==> src/rtl/adc_hex_pkg.sv <==
`default_nettype none
// +--------------------------------------------------------------------------+
// | adc_hex_pkg : state encoding and ASCII-hex helpers for adc_hex_frame_tx  |
// | Rev 1.0                                                                  |
// +--------------------------------------------------------------------------+
package adc_hex_pkg;

  localparam logic [2:0] ST_IDLE  = 3'd0;
  localparam logic [2:0] ST_HDR   = 3'd1;
  localparam logic [2:0] ST_DIG   = 3'd2;
  localparam logic [2:0] ST_SEP   = 3'd3;
  localparam logic [2:0] ST_WAITS = 3'd4;

  localparam logic [7:0] ASCII_0    = 8'h30;
  localparam logic [7:0] ASCII_A_UP = 8'h37;
  localparam logic [7:0] ASCII_A_LO = 8'h57;

  function automatic logic [7:0] nib2ascii(input logic [3:0] nibble, input logic upper);
    logic [7:0] base;
    if (nibble < 4'd10)
      base = ASCII_0;
    else if (upper)
      base = ASCII_A_UP;
    else
      base = ASCII_A_LO;
    return base + {4'h0, nibble};
  endfunction

endpackage
`default_nettype wire

==> src/rtl/adc_hex_frame_tx_fifo.sv <==
`default_nettype none
// +--------------------------------------------------------------------------+
// | sync_fifo : first-word fall-through FIFO with full/empty and fill count  |
// | Rev 1.0                                                                  |
// +--------------------------------------------------------------------------+
module sync_fifo #(
  parameter int WIDTH = 13,
  parameter int DEPTH = 16
) (
  input  logic                     clk,
  input  logic                     rst,
  input  logic                     i_wr_en,
  input  logic [WIDTH-1:0]         i_wr_data,
  input  logic                     i_rd_en,
  output logic [WIDTH-1:0]         o_rd_data,
  output logic                     o_full,
  output logic                     o_empty,
  output logic [$clog2(DEPTH):0]   o_count
);

  localparam int c_aw = $clog2(DEPTH);

  logic [WIDTH-1:0] r_mem [DEPTH];
  logic [c_aw:0]    r_wr_ptr;
  logic [c_aw:0]    r_rd_ptr;
  logic             w_push;
  logic             w_pop;

  assign w_push = i_wr_en & ~o_full;
  assign w_pop  = i_rd_en & ~o_empty;

  // Pointers carry one extra wrap bit so full and empty stay distinguishable.
  always_ff @(posedge clk or posedge rst) begin
    if (rst) begin
      r_wr_ptr <= '0;
      r_rd_ptr <= '0;
    end else begin
      if (w_push) r_wr_ptr <= r_wr_ptr + 1'b1;
      if (w_pop)  r_rd_ptr <= r_rd_ptr + 1'b1;
    end
  end

  always_ff @(posedge clk) begin
    if (w_push) r_mem[r_wr_ptr[c_aw-1:0]] <= i_wr_data;
  end

  assign o_rd_data = r_mem[r_rd_ptr[c_aw-1:0]];
  assign o_count   = r_wr_ptr - r_rd_ptr;
  assign o_full    = (o_count == (c_aw+1)'(DEPTH));
  assign o_empty   = (r_wr_ptr == r_rd_ptr);

endmodule
`default_nettype wire

==> src/rtl/adc_hex_frame_tx.sv <==
`default_nettype none
// +--------------------------------------------------------------------------+
// | adc_hex_frame_tx : packs ADC samples into framed ASCII-hex UART bytes    |
// | Rev 1.0                                                                  |
// +--------------------------------------------------------------------------+
module adc_hex_frame_tx
  import adc_hex_pkg::*;
#(
  parameter int         DATA_W    = 12,
  parameter int         NIBBLES   = 4,
  parameter int         CH_NUM    = 10,
  parameter logic [7:0] HEADER    = 8'h0A,
  parameter bit         SEP_EN    = 1'b0,
  parameter logic [7:0] SEP       = 8'h20,
  parameter bit         UPPER     = 1'b0,
  parameter int         BUF_DEPTH = 16
) (
  input  logic              clk,
  input  logic              reset,
  input  logic              s_valid,
  output logic              s_ready,
  input  logic [DATA_W-1:0] s_data,
  input  logic              s_last,
  input  logic              tx_full,
  output logic              tx_wr,
  output logic [7:0]        tx_data,
  output logic              frame_done,
  output logic              frame_err
);

  localparam int                 c_idx_w   = (NIBBLES > 1) ? $clog2(NIBBLES) : 1;
  localparam logic [c_idx_w-1:0] c_idx_top = c_idx_w'(NIBBLES - 1);
  localparam logic [7:0]         c_ch_last = 8'(CH_NUM - 1);
  localparam int                 c_ext_w   = 4 * NIBBLES;
  localparam int                 c_cnt_w   = $clog2(BUF_DEPTH) + 1;

  logic [2:0]         r_state;
  logic [2:0]         w_state_n;
  logic [c_idx_w-1:0] r_idx;
  logic [c_idx_w-1:0] w_idx_n;
  logic [7:0]         r_ch;
  logic [7:0]         w_ch_n;

  logic               w_push;
  logic               w_pop;
  logic               w_full;
  logic               w_empty;
  logic [c_cnt_w-1:0] w_count;
  logic [DATA_W:0]    w_head;
  logic [c_ext_w-1:0] w_ext;
  logic [3:0]         w_nibble;

  logic               w_go;
  logic               w_ch_end;
  logic               w_end;
  logic               w_last_dig;
  logic [7:0]         w_byte;
  logic               w_done;
  logic               w_err;

  assign s_ready = ~w_full & ~reset;
  assign w_push  = s_valid & s_ready;

  sync_fifo #(
    .WIDTH (DATA_W + 1),
    .DEPTH (BUF_DEPTH)
  ) u_buf (
    .clk       (clk),
    .rst       (reset),
    .i_wr_en   (w_push),
    .i_wr_data ({s_last, s_data}),
    .i_rd_en   (w_pop),
    .o_rd_data (w_head),
    .o_full    (w_full),
    .o_empty   (w_empty),
    .o_count   (w_count)
  );

  assign w_ext      = c_ext_w'(w_head[DATA_W-1:0]);
  assign w_nibble   = w_ext[{r_idx, 2'b00} +: 4];
  assign w_go       = ((r_state == ST_HDR) || (r_state == ST_DIG) || (r_state == ST_SEP)) && !tx_full;
  assign w_ch_end   = (r_ch == c_ch_last);
  assign w_end      = w_ch_end | w_head[DATA_W];
  assign w_last_dig = (r_idx == '0);

  always_ff @(posedge clk or posedge reset) begin
    if (reset) begin
      r_state    <= ST_IDLE;
      r_idx      <= '0;
      r_ch       <= '0;
      tx_wr      <= 1'b0;
      tx_data    <= 8'h00;
      frame_done <= 1'b0;
      frame_err  <= 1'b0;
    end else begin
      r_state    <= w_state_n;
      r_idx      <= w_idx_n;
      r_ch       <= w_ch_n;
      tx_wr      <= w_go;
      frame_done <= w_done;
      frame_err  <= w_err;
      if (w_go) tx_data <= w_byte;
    end
  end

  always_comb begin
    w_state_n = r_state;
    w_idx_n   = r_idx;
    w_ch_n    = r_ch;
    w_pop     = 1'b0;
    case (r_state)
      ST_IDLE:  if (!w_empty) w_state_n = ST_HDR;
      ST_HDR: begin
        if (w_go) begin
          w_state_n = ST_DIG;
          w_idx_n   = c_idx_top;
        end
      end
      ST_DIG: begin
        if (w_go) begin
          if (!w_last_dig) begin
            w_idx_n = r_idx - 1'b1;
          end else begin
            w_pop = 1'b1;
            if (w_end) begin
              w_ch_n    = '0;
              // The head entry leaves this cycle; a count of one means nothing else waits.
              w_state_n = (w_count == c_cnt_w'(1)) ? ST_IDLE : ST_HDR;
            end else begin
              w_ch_n    = r_ch + 8'd1;
              w_state_n = SEP_EN ? ST_SEP : ST_WAITS;
            end
          end
        end
      end
      ST_SEP:   if (w_go) w_state_n = ST_WAITS;
      ST_WAITS: begin
        if (!w_empty) begin
          w_state_n = ST_DIG;
          w_idx_n   = c_idx_top;
        end
      end
      default:  w_state_n = ST_IDLE;
    endcase
  end

  always_comb begin
    w_byte = 8'h00;
    w_done = 1'b0;
    w_err  = 1'b0;
    case (r_state)
      ST_HDR: w_byte = HEADER;
      ST_DIG: begin
        w_byte = nib2ascii(w_nibble, UPPER);
        w_done = w_go & w_last_dig & w_end;
        w_err  = w_go & w_last_dig & (w_ch_end ^ w_head[DATA_W]);
      end
      ST_SEP: w_byte = SEP;
      default: w_byte = 8'h00;
    endcase
  end

endmodule
`default_nettype wire

==> config.mk <==
export PLATFORM = sky130hd
export DESIGN_NAME = adc_hex_frame_tx
export DESIGN_NICKNAME = d
export VERILOG_FILES = /design/src/rtl/adc_hex_pkg.sv /design/src/rtl/adc_hex_frame_tx_fifo.sv /design/src/rtl/adc_hex_frame_tx.sv
export SDC_FILE = /design/constraint.sdc
export NUM_CORES = 1
export LEC_CHECK = 0
export ABC_CLOCK_PERIOD_IN_PS = 5500
export CORE_ASPECT_RATIO = 1.25
export CORE_UTILIZATION = 30
export CTS_CLUSTER_DIAMETER = 200
export CTS_CLUSTER_SIZE = 40
export DETAILED_ROUTE_END_ITERATION = 8
export SETUP_SLACK_MARGIN = 0.3
export SLEW_MARGIN = 20
export SYNTH_ARGS = -nofsm -noshare
export SYNTH_HDL_FRONTEND = slang
export SYNTH_SLANG_ARGS = --single-unit
==> constraint.sdc <==
create_clock -name clk -period 5.5 [get_ports clk]
set_input_delay 1.1 -clock clk [delete_from_list [all_inputs] [get_ports clk]]
set_output_delay 1.1 -clock clk [all_outputs]
set_load 0.01 [all_outputs]
==> flow_metrics.py <==
metrics = {
    "status": {
        "outcome": "finished, violations left",
        "violations": "design-rule violations",
    },
    "timing": {
        "report.final.slew_viol_count": 0,
        "timing.final.hold_violations": 0,
        "final-setup-viol-count": 0,
        "finalSetupTns_ps": 0,
        "worstMarginPinSlew_ps": 747,
        "timing.final.crit_share": 0.822,
        "achievable-frequency_mhz": 221,
        "finClkSkew_ps": 70.8,
        "relSlewSlack": 0.502,
        "finalCriticalPeriod_ps": 4520,
        "rsz0062_at_grt": "no",
    },
    "critical_path": {
        "worst_setup_path_end_kind": "primary output",
        "timing.setup.critical_path_class": "reg -> out",
        "wp_data_arrival_ps": 3420,
        "critPathMaxStageDelay_ps": 850,
        "cp_data_required_time_ps": 4400,
        "critical_path.slowest_cell": "sky130_fd_sc_hd__dfrtp_1",
        "timing.critical_path.from_type": "register",
        "cp_cell_sequence": "inv_2 > ha_1 > xor2_1 > nor2_1 > o2bb2ai_1 > a41oi_1 > clkdlybuf4s50_1",
        "cp_max_fo": 19,
    },
    "route": {
        "wl_mm": 20.9,
        "route.detailed.drc": 5,
        "vias": 5040,
        "dr.pass1.iters": 7,
        "drt-vias-per-instance": 4.93,
        "final_antenna_net_count": 0,
        "detail_route.iter0.violations": 520,
        "post_drt_wl_per_cell_microns": 20.4,
    },
    "clock_network": {
        "clockRootBuffer": "sky130_fd_sc_hd__clkbuf_16",
        "maximum_root_to_sink_buffer_count": 3,
        "cts_tree": "yes",
        "clock_tree.htree_level_count": 1,
        "cts.clk_slew.worst_paths_ps": 150,
        "cts.sinks": 241,
        "cts-buffers-inserted": 10,
        "post_cts.resized_instances": 0,
        "ctsHoldBuffers": 0,
        "post-cts-setup-buffers": 0,
        "worstSkewPairLatency_ps": 500,
    },
    "synthesis": {
        "seq_area_frac_synth": 0.698,
        "nets_in_the_synthesized_netlist": 608,
        "synth.lib_cells_used.distinct": 63,
        "netlist_top_cells_count": "208 x sky130_fd_sc_hd__edfxtp_1, 42 x sky130_fd_sc_hd__mux4_2, 33 x sky130_fd_sc_hd__dfrtp_1",
        "post_synth.cell_area_avg_sq_um": 17.6,
        "synth_top_flop_cell": "sky130_fd_sc_hd__edfxtp_1",
        "synth.cell_area_sq_um": 10100,
        "edff_count_synth": 208,
        "syn_inst": 574,
        "yosys.area.top_type": "sky130_fd_sc_hd__edfxtp_1",
        "synth_most_common_cell": "sky130_fd_sc_hd__edfxtp_1",
        "yosysWarnings": 0,
        "async_reset_ff_frac": 0.137,
        "synth_largest_type_area_fraction": 0.617,
        "synth_seq_cells": 241,
        "top_cells_by_area_in_the_synthesized_netlist": "sky130_fd_sc_hd__edfxtp_1 62%, sky130_fd_sc_hd__mux4_2 9.3%, sky130_fd_sc_hd__dfrtp_1 8.2%",
    },
    "cells_and_area": {
        "antenna-diode-count": 0,
        "flow.area_growth_from_synthesis_pct": 10.9,
        "finish.utilization": 0.341,
        "n_fill_cell": 3118,
        "post-route-cell-area_sq_um": 11200,
        "final_nets": 636,
        "instances_no_fill": 1022,
        "post_route_cells_drive_above_1_share": 0.147,
    },
    "global_routing": {
        "antenna_found_initial": 0,
        "pin_count_of_the_biggest_net_entering_global_routing": 42,
        "grt_pass1_vias": 5261,
        "grt_overflow": 0,
        "grt_first_pass_wirelength_mm": 32.2,
        "grt_usage": 0.122,
    },
    "floorplan": {
        "io-pin-count": 29,
        "design.die.area_sq_um": 34500,
        "rows": 74,
        "fp.coreArea_sq_um": 33000,
        "die_height_microns": 207,
        "initial_utilization": 0.307,
        "die-width_microns": 166,
    },
    "placement": {
        "numPortBuffers": 27,
        "detailedPlacementHpwl_mm": 13.9,
        "placed_cell_area_sq_um": 10900,
        "routabilityCongestion": 0.793,
        "post_placement_cell_count": 1008,
    },
    "run": {
        "max_cap_violations": 0,
    },
    "pwr": {
        "leakage_nw": 3.82,
        "cell_area_power_density_nw_per_um2": 382,
        "ir_drop_mv": 0.199,
    },
    "worst_hold_path": {
        "holdCritPathClass": "reg -> reg",
    },
}
-- routing by layer --
layer,vias to the layer above,global-route usage,routed length [microns]
li1,2303,-,-
met1,2615,0.154,9000
met2,94,0.214,10500
met3,28,0.0132,670
met4,0,0.0498,746
met5,-,0,0
-- critical path: cells and delay by family, from the launching register on --
family,cells,cell delay (ps)
DFF,1,850
and+or+nand+nor,1,50
AOI/OAI and AO/OA,2,380
xor gates and xnor gates,1,150
buffers and inverters,2,990
adders and majority gates,1,490
-- path summary, 6_finish.rpt --
kind / from / endpoint / slack (ps) / cells after the start
min in group asynchronous: reset / r_ch[1] / 960 / 2
max in group asynchronous: reset / u_buf.r_rd_ptr[0] / 3850 / 3
worst max-delay path: u_buf.r_rd_ptr[3] / s_ready / 980 / 7
worst max register to register: u_buf.r_rd_ptr[3] / u_buf.r_mem[3][6] / 1400 / 9
worst min register to register: tx_data[5] / tx_data[5] / 490 / 2
worst min-delay path: tx_data[5] / tx_data[5] / 490 / 2
-- cells in the final DEF, fill, tap and decap left out, types with 2 or more instances in the layout --
cell / instances
sky130_fd_sc_hd__edfxtp_1: 208
sky130_fd_sc_hd__mux4_2: 42
sky130_fd_sc_hd__dfrtp_1: 31
sky130_fd_sc_hd__nand2_1: 30
sky130_fd_sc_hd__clkdlybuf4s50_1: 27
sky130_fd_sc_hd__nor2_1: 23
sky130_fd_sc_hd__inv_1: 21
sky130_fd_sc_hd__mux2i_1: 17
sky130_fd_sc_hd__o21ai_0: 17
sky130_fd_sc_hd__ha_1: 15
sky130_fd_sc_hd__buf_4: 15
sky130_fd_sc_hd__nand3_1: 11
sky130_fd_sc_hd__clkbuf_16: 11
sky130_fd_sc_hd__a21oi_1: 9
sky130_fd_sc_hd__xnor2_1: 9
sky130_fd_sc_hd__and2_1: 8
sky130_fd_sc_hd__mux4_1: 8
sky130_fd_sc_hd__nand2b_1: 6
sky130_fd_sc_hd__and3_1: 6
sky130_fd_sc_hd__o31ai_1: 6
sky130_fd_sc_hd__nor3_2: 6
sky130_fd_sc_hd__nand4_1: 6
sky130_fd_sc_hd__o21a_1: 4
sky130_fd_sc_hd__o22ai_1: 4
sky130_fd_sc_hd__a31oi_1: 4
sky130_fd_sc_hd__xor2_1: 4
sky130_fd_sc_hd__nor3_1: 3
sky130_fd_sc_hd__nand3b_1: 3
sky130_fd_sc_hd__o21ai_1: 3
sky130_fd_sc_hd__a21o_1: 3
sky130_fd_sc_hd__nor2b_1: 3
sky130_fd_sc_hd__a22o_1: 3
sky130_fd_sc_hd__a211oi_1: 2
sky130_fd_sc_hd__nor4_1: 2
sky130_fd_sc_hd__a32o_1: 2
sky130_fd_sc_hd__fa_1: 2
-- area by class of cell --
| cell class | count | area [sq um] | share of cell area |
|---|---|---|---|
| sequential | 241 | 7080 | 0.630 |
| inverter | 22 | 82.6 | 0.00736 |
| clock inverter | 2 | 47.5 | 0.00424 |
| multi-input combinational | 284 | 2810 | 0.251 |
| clock buffer | 12 | 279 | 0.0249 |
| timing repair buffer | 43 | 403 | 0.0359 |
| tap | 418 | 523 | 0.0466 |
-- flip-flops by register name, indices dropped and copies added (netlist names) --
signal          flops
r_idx               2
u_buf.r_wr_ptr      5
frame_err           1
tx_wr               1
r_ch                8
u_buf.r_rd_ptr      5
frame_done          1
u_buf.r_mem       208
tx_data             7
r_state             3
-- kinds of logic (layout without fill, tap and decap cells) --
logic type | after synthesis | in the layout | share of synthesized area
simple gates | 115 | 115 | 0.0599
other cells | 1 | 1 | 0.000370
mux | 68 | 68 | 0.132
fa+ha+maj | 17 | 17 | 0.0225
xor+xnor | 13 | 13 | 0.0112
compound gates | 70 | 70 | 0.0495
buf+inv | 49 | 79 | 0.0259
flops | 241 | 241 | 0.698
-- power breakdown --
group	switching (mW)	internal, mW	leakage (nW)	total [mW]
clock network	0.533	0.400	0.161	0.933
registers	0.147	2.13	2.29	2.28
logic	0.565	0.511	1.36	1.08
total	1.24	3.04	3.82	4.28
-- through the flow --
stage	power, mW	hold WS, ps	worst slack [ps]
final	4.28	492	978
after global routing	4.49	517	742
after CTS	4.33	499	981
after detailed placement	3.41	465	1430
after global placement	3.40	464	1400
after floorplan	3.09	446	997
Power figures use the tool's default switching activity.
